## src/rtl/maze_pkg.sv

```systemverilog
// ---------------------------------------------------------------------------
// maze_pkg
// Shared definitions for the maze game controller:
//   state_t      - controller state encoding (also exported on the state port)
//   KEY_ENTER    - keycode that starts/restarts a game
//   DIR_*        - bit positions of the bounce vector {bnceL, bnceR, bnceU, bnceD}
//   bounce_of()  - maps the last move direction to the opposite bounce request
// ---------------------------------------------------------------------------
package maze_pkg;

    typedef enum logic [2:0] {
        ST_TITLE    = 3'd0,
        ST_PLAY     = 3'd1,
        ST_BOUNCE   = 3'd2,
        ST_LVL_DONE = 3'd3,
        ST_WIN      = 3'd4,
        ST_OVER     = 3'd5
    } state_t;

    localparam logic [7:0] KEY_ENTER = 8'h28;

    // Bit positions inside the 4-bit bounce vector.
    localparam int DIR_L = 3;
    localparam int DIR_R = 2;
    localparam int DIR_U = 1;
    localparam int DIR_D = 0;

    // The sprite is pushed back the way it came; if several directions are
    // flagged, L wins over R over U over D.
    function automatic logic [3:0] bounce_of(input logic l, input logic r,
                                             input logic u, input logic d);
        logic [3:0] b;
        b = '0;
        if (l)      b[DIR_R] = 1'b1;
        else if (r) b[DIR_L] = 1'b1;
        else if (u) b[DIR_D] = 1'b1;
        else if (d) b[DIR_U] = 1'b1;
        return b;
    endfunction

endpackage

```

## src/rtl/frame_tick.sv

```systemverilog
// ---------------------------------------------------------------------------
// frame_tick
// Converts the slow vertical-sync frame clock into a one-Clk-wide tick on
// each rising edge of frame_clk. The tick is registered.
// Ports:
//   Clk       in  system clock
//   Reset     in  synchronous active-high reset (clears edge history)
//   frame_clk in  vertical-sync frame clock (sampled as data)
//   tick      out one-cycle pulse per frame
// ---------------------------------------------------------------------------
module frame_tick (
    input  logic Clk,
    input  logic Reset,
    input  logic frame_clk,
    output logic tick
);

    logic frame_clk_q;

    always_ff @(posedge Clk) begin
        if (Reset) begin
            frame_clk_q <= 1'b0;
            tick        <= 1'b0;
        end else begin
            frame_clk_q <= frame_clk;
            tick        <= frame_clk & ~frame_clk_q;
        end
    end

endmodule

```

## src/rtl/maze_game_ctrl.sv

```systemverilog
// ---------------------------------------------------------------------------
// maze_game_ctrl
// Game-flow controller for a maze game: title screen, per-level play with
// wall bounces, level-complete pause, win screen and (optionally) a per-level
// time limit leading to game over.
//
// Optional feature: define LEVEL_TIMER_EN to enable the per-level timer.
// Without it time_left is tied to 0 and the OVER state cannot be reached.
//
// Ports:
//   Clk, Reset            clock, synchronous active-high reset
//   frame_clk             vertical-sync clock; its rising edges are frames
//   keycode[7:0]          current key (Enter = KEY_ENTER)
//   wall_hit              sprite overlaps a maze wall
//   L, R, U, D            last sprite move direction
//   my_end                sprite is in the exit zone
//   spr_on                sprite motion enable (PLAY/BOUNCE)
//   inc                   one-Clk pulse: reload sprite position (entering PLAY)
//   bnceL/R/U/D           bounce requests, held for the whole bounce
//   level[2:0]            current level index
//   state[2:0]            controller state code (state_t)
//   time_left[11:0]       frames remaining in the level
//
// There is no handshake: inputs are level signals sampled each Clk and all
// outputs are registered, changing one Clk after the edge that decided them.
// ---------------------------------------------------------------------------
module maze_game_ctrl
    import maze_pkg::*;
#(
    parameter int NUM_LEVELS    = 4,
    parameter int BOUNCE_FRAMES = 8,
    parameter int DONE_FRAMES   = 60,
    parameter int LEVEL_TIME    = 1800
) (
    input  logic        Clk,
    input  logic        Reset,
    input  logic        frame_clk,
    input  logic [7:0]  keycode,
    input  logic        wall_hit,
    input  logic        L,
    input  logic        R,
    input  logic        U,
    input  logic        D,
    input  logic        my_end,
    output logic        spr_on,
    output logic        inc,
    output logic        bnceL,
    output logic        bnceR,
    output logic        bnceU,
    output logic        bnceD,
    output logic [2:0]  level,
    output logic [2:0]  state,
    output logic [11:0] time_left
);

    logic   tick;
    logic   enter_q;
    logic   enter_press;

    state_t     state_q, state_n;
    logic [2:0] level_q, level_n;
    logic [7:0] bcnt_q,  bcnt_n;
    logic [7:0] dcnt_q,  dcnt_n;
    logic [3:0] bnce_q,  bnce_n;
    logic       inc_q,   inc_n;
    logic       spr_on_q, spr_on_n;
    logic       expire;

    frame_tick u_frame_tick (
        .Clk       (Clk),
        .Reset     (Reset),
        .frame_clk (frame_clk),
        .tick      (tick)
    );

    // Only a fresh Enter press counts, so a key held from the previous
    // screen cannot immediately start (or restart) a game.
    assign enter_press = (keycode == KEY_ENTER) && !enter_q;

`ifdef LEVEL_TIMER_EN
    logic [11:0] tl_q, tl_n;

    // Expires on the tick that takes the counter to zero.
    assign expire = tick && (tl_q <= 12'd1);

    always_comb begin
        tl_n = tl_q;
        if (inc_n)
            tl_n = 12'(LEVEL_TIME);
        else if (tick && (state_q == ST_PLAY || state_q == ST_BOUNCE) && tl_q != 12'd0)
            tl_n = tl_q - 12'd1;
    end

    always_ff @(posedge Clk) begin
        if (Reset) tl_q <= '0;
        else       tl_q <= tl_n;
    end

    assign time_left = tl_q;
`else
    assign expire    = 1'b0;
    assign time_left = '0;
`endif

    always_comb begin
        state_n = state_q;
        level_n = level_q;
        bcnt_n  = bcnt_q;
        dcnt_n  = dcnt_q;
        bnce_n  = bnce_q;
        inc_n   = 1'b0;

        case (state_q)
            ST_TITLE: begin
                bnce_n = '0;
                if (enter_press) begin
                    state_n = ST_PLAY;
                    level_n = '0;
                    inc_n   = 1'b1;
                end
            end

            ST_PLAY: begin
                if (tick) begin
                    if (my_end) begin
                        state_n = ST_LVL_DONE;
                        dcnt_n  = 8'(DONE_FRAMES);
                        bnce_n  = '0;
                    end else if (expire) begin
                        state_n = ST_OVER;
                        bnce_n  = '0;
                    end else if (wall_hit && (L || R || U || D)) begin
                        state_n = ST_BOUNCE;
                        bnce_n  = bounce_of(L, R, U, D);
                        bcnt_n  = 8'(BOUNCE_FRAMES);
                    end
                end
            end

            ST_BOUNCE: begin
                if (tick) begin
                    if (my_end) begin
                        state_n = ST_LVL_DONE;
                        dcnt_n  = 8'(DONE_FRAMES);
                        bnce_n  = '0;
                        bcnt_n  = '0;
                    end else if (expire) begin
                        state_n = ST_OVER;
                        bnce_n  = '0;
                        bcnt_n  = '0;
                    end else if (bcnt_q <= 8'd1) begin
                        state_n = ST_PLAY;
                        bnce_n  = '0;
                        bcnt_n  = '0;
                    end else begin
                        bcnt_n = bcnt_q - 8'd1;
                    end
                end
            end

            ST_LVL_DONE: begin
                bnce_n = '0;
                if (tick) begin
                    if (dcnt_q <= 8'd1) begin
                        dcnt_n = '0;
                        if (level_q == 3'(NUM_LEVELS - 1)) begin
                            state_n = ST_WIN;
                        end else begin
                            state_n = ST_PLAY;
                            level_n = level_q + 3'd1;
                            inc_n   = 1'b1;
                        end
                    end else begin
                        dcnt_n = dcnt_q - 8'd1;
                    end
                end
            end

            ST_WIN, ST_OVER: begin
                bnce_n = '0;
                if (enter_press)
                    state_n = ST_TITLE;
            end

            default: begin
                state_n = ST_TITLE;
                bnce_n  = '0;
                bcnt_n  = '0;
                dcnt_n  = '0;
            end
        endcase

        spr_on_n = (state_n == ST_PLAY) || (state_n == ST_BOUNCE);
    end

    always_ff @(posedge Clk) begin
        if (Reset) begin
            state_q  <= ST_TITLE;
            level_q  <= '0;
            bcnt_q   <= '0;
            dcnt_q   <= '0;
            bnce_q   <= '0;
            inc_q    <= 1'b0;
            spr_on_q <= 1'b0;
            enter_q  <= 1'b0;
        end else begin
            state_q  <= state_n;
            level_q  <= level_n;
            bcnt_q   <= bcnt_n;
            dcnt_q   <= dcnt_n;
            bnce_q   <= bnce_n;
            inc_q    <= inc_n;
            spr_on_q <= spr_on_n;
            enter_q  <= (keycode == KEY_ENTER);
        end
    end

    assign state  = state_q;
    assign level  = level_q;
    assign spr_on = spr_on_q;
    assign inc    = inc_q;
    assign bnceL  = bnce_q[DIR_L];
    assign bnceR  = bnce_q[DIR_R];
    assign bnceU  = bnce_q[DIR_U];
    assign bnceD  = bnce_q[DIR_D];

endmodule
```

## config.mk

```make
export PLATFORM = sky130hd
export DESIGN_NAME = maze_game_ctrl
export DESIGN_NICKNAME = d
export VERILOG_FILES = /design/src/rtl/maze_pkg.sv /design/src/rtl/frame_tick.sv /design/src/rtl/maze_game_ctrl.sv
export SDC_FILE = /design/constraint.sdc
export NUM_CORES = 1
export LEC_CHECK = 0
export ABC_CLOCK_PERIOD_IN_PS = 2000
export BUFFER_PORTS_ARGS = -buffer_cell sky130_fd_sc_hd__buf_2
export CORE_UTILIZATION = 53
export CTS_CLUSTER_SIZE = 30
export DETAILED_ROUTE_END_ITERATION = 6
export GPL_TIMING_DRIVEN = 0
export HOLD_SLACK_MARGIN = 0.05
export PLACE_DENSITY_LB_ADDON = 0.3
export SLEW_MARGIN = 15
export SYNTH_ARGS = -nofsm -noshare
export SYNTH_HDL_FRONTEND = slang
export SYNTH_SLANG_ARGS = --single-unit
```

## constraint.sdc

```tcl
create_clock -name Clk -period 2 [get_ports Clk]
set_input_delay 0.1 -clock Clk [delete_from_list [all_inputs] [get_ports Clk]]
set_output_delay 0.1 -clock Clk [all_outputs]
set_load 0.01 [all_outputs]
```

==> metrics.csv <==
metric,value,unit
"area leader, netlist",dfxtp_1,
CTS tree,yes,
first-pass GRT wire length,6203,µm
All-Layer GR Usage,22.71,%
Syn Area/Cell,8.210,µm²
Post-Syn Area,0.001798,mm²
"commonest cells after routing, fill and taps aside","buf_2 (30), dfxtp_1 (26), nor2_1 (24), buf_4 (24), a21oi_1 (19)",
max cap viols,0,
largest cells by area after synthesis,"dfxtp_1 (35%), a21oi_1 (5.8%), nor2_1 (5.2%)",
Layout area overhead,30.55,%
clock period minus final worst setup slack,1.951,ns
fin nets,308,
critical path startpoint category,flip-flop,
critical path endpoint category,flip-flop,
HP Start,U,
Setup Crit Path Kind,flip-flop to flip-flop,
CTS Buffer Depth,2,
VDD IR max,0.3956,mV
Die H,60.25,µm
Final Hold Slack,0.07226,ns
FILL cells,239,
CTS buffer count,5,
post-route ant nets,0,
footprint of the multi-input gates,0.001126,mm²
synthesis-stage register bit count,31,
clock-pin transition on the worst setup and hold timing paths,0.10,ns
placed cell count,301,
area of placed instances,0.002029,mm²
Rows,20,
Peak Freq,512.4,MHz
Yosys top cell area share,34.52,%
ant diodes,0,
routed vias,1722,
Pre-antenna DRT Iters,4,
final design instance area without fill,0.002347,mm²
Ports,41,
dpl hpwl,2678,µm
worst endpoint required time,2.21,ns
"commonest non-fill, non-tap cell in the layout",buf_2,
worst hold-check path type,primary input to flip-flop,
Fin. Hold Viols,0,
Synth cell types,54,
Post-Layout Cell Count,330,
Ys Warns,0,
DRT iter0 DRCs,66,
total power,1.062,mW
fin worst setup slack,0.04856,ns
htree depth,2,
setup TNS,0,ns
Clock Sinks,31,
crit path launch,dcnt_q[2]$_SDFFE_PP0P_,
initial antenna violation count,0,
dpl ws,-0.1382,ns
Seq. cell area,629.4,µm²
share of synthesized registers carrying an async set or reset,0,%
layout cells sized above 1,33.57,%
"Arr. time, crit path",2.16,ns
crit path max fanout,6,
routed wire length,3921,µm
Clock Latency Late Sink,0.33,ns
Post-synth EDFFs,0,
most common flop cell mapped by yosys,dfxtp_1,
Residual DRC,0,
Worst-Margin Slew,0.5330,ns
gpl congestion,0.8369,
"Setup violations, final",0,
fin crit share,97.57,%
post-synthesis sequential area ratio,34.52,%
vias in the first global route,1486,
Vias/cell,5.218,
die area,0.003629,mm²
Leakage,0.9922,nW
pin count of the biggest net entering global routing,11,
PortBufs,27,
reg-to-reg startpoint,dcnt_q[2]$_SDFFE_PP0P_,
Die Width,60.25,µm
Pins Over Slew Limit,0,
PwrDens,452.4,mW/mm²
routed len/inst,11.88,µm
Synth Instances,219,
final design utilization,75.04,%
Initial Util,57.48,%
status,completed,
slew margin rel.,64.33,%
Core Footprint,0.003128,mm²
clk_skew,0.005565,ns
root buf cell,clkbuf_4,
grt ovf,0,
flip-flops by register name (all words and copies together), names as in the netlist:
name	cells
bcnt_q	8
dcnt_q	8
bnce_q	4
level	3
state	3
enter_q	1
inc	1
spr_on	1
u_frame_tick.frame_clk_q	1
u_frame_tick.tick	1
metal layers:
| metal | GRT usage, % | vias up | part of all wire [%] |
|---|---|---|---|
| met4 | 8.970 | 0 | 1.6 |
| met1 | 27.51 | 778 | 46 |
| met3 | 4.978 | 10 | 3.9 |
| met5 | 0 | - | 0 |
| li1 | - | 892 | - |
| met2 | 38.62 | 42 | 49 |
area by class of cell:
type | count | area share, %
inverters | 10 | 1.599
flip-flops and latches | 31 | 26.81
clock inverters | 3 | 0.6397
repair buffers | 48 | 13.43
well taps | 44 | 2.345
plain buffers | 21 | 5.597
clock buffers | 5 | 1.599
multi-input cells | 168 | 47.97
cells in the mapped netlist, types with 2 or more instances:
cell type,n
inv_1,7
or3_1,4
nand3_1,9
xor2_1,5
dfxtp_1,31
xnor2_1,2
clkbuf_1,5
nor4_1,4
ha_1,6
a31oi_1,2
nor2_1,25
or4_1,3
and3_1,2
nor4b_2,2
buf_2,3
o21ai_0,2
inv_2,2
nand4_1,2
nand2_1,10
a21oi_1,21
o21ai_1,7
nand2b_1,5
nor2b_1,4
buf_4,12
nor3_1,10
o21bai_1,4
a22oi_1,3
power breakdown:
part | internal [mW] | switching (mW)
Combinational | 0.0486 | 0.0486
Sequential | 0.618 | 0.000674
Clock | 0.131 | 0.216
final timing paths:
kind                                        to  cells past startpoint  slack, ns
setup / recovery         level[1]$_SDFFE_PP0P_                      7       0.05
hold / removal          bnce_q[0]$_SDFFE_PP0P_                      3       0.07
setup reg to reg         level[1]$_SDFFE_PP0P_                      7       0.05
hold reg to reg   u_frame_tick.tick$_SDFF_PP0_                      1       0.39
worst max-delay path, cell delays in order, from the launching register on:
cell and delay, ns:
dfxtp_2 0.37, nor4_4 0.33, o211ai_1 0.23, buf_4 0.18, o41a_1 0.37, buf_4 0.17
a22oi_1 0.13, nor2_1 0.05
kinds of logic (layout without fill, tap and decap cells):
logic type,Yosys count,after routing,share of synthesized area [%]
compound gates,53,53,20.11
xor+xnor,7,7,3.410
fa+ha+maj,6,6,4.175
buf+inv,31,87,9.255
flops,31,31,34.52
other cells,1,12,0.2086
simple gates,90,90,28.32
what timing repair did:
action,4_1_cts,5_1_grt
pin swaps,2,6
gates resized for setup,6,19
hold endpoints to repair,7,0
buffers inserted,4,8
hold buffers,9,0
setup endpoints to repair,13,18
Note: power is estimated with default switching activity, not from simulation.
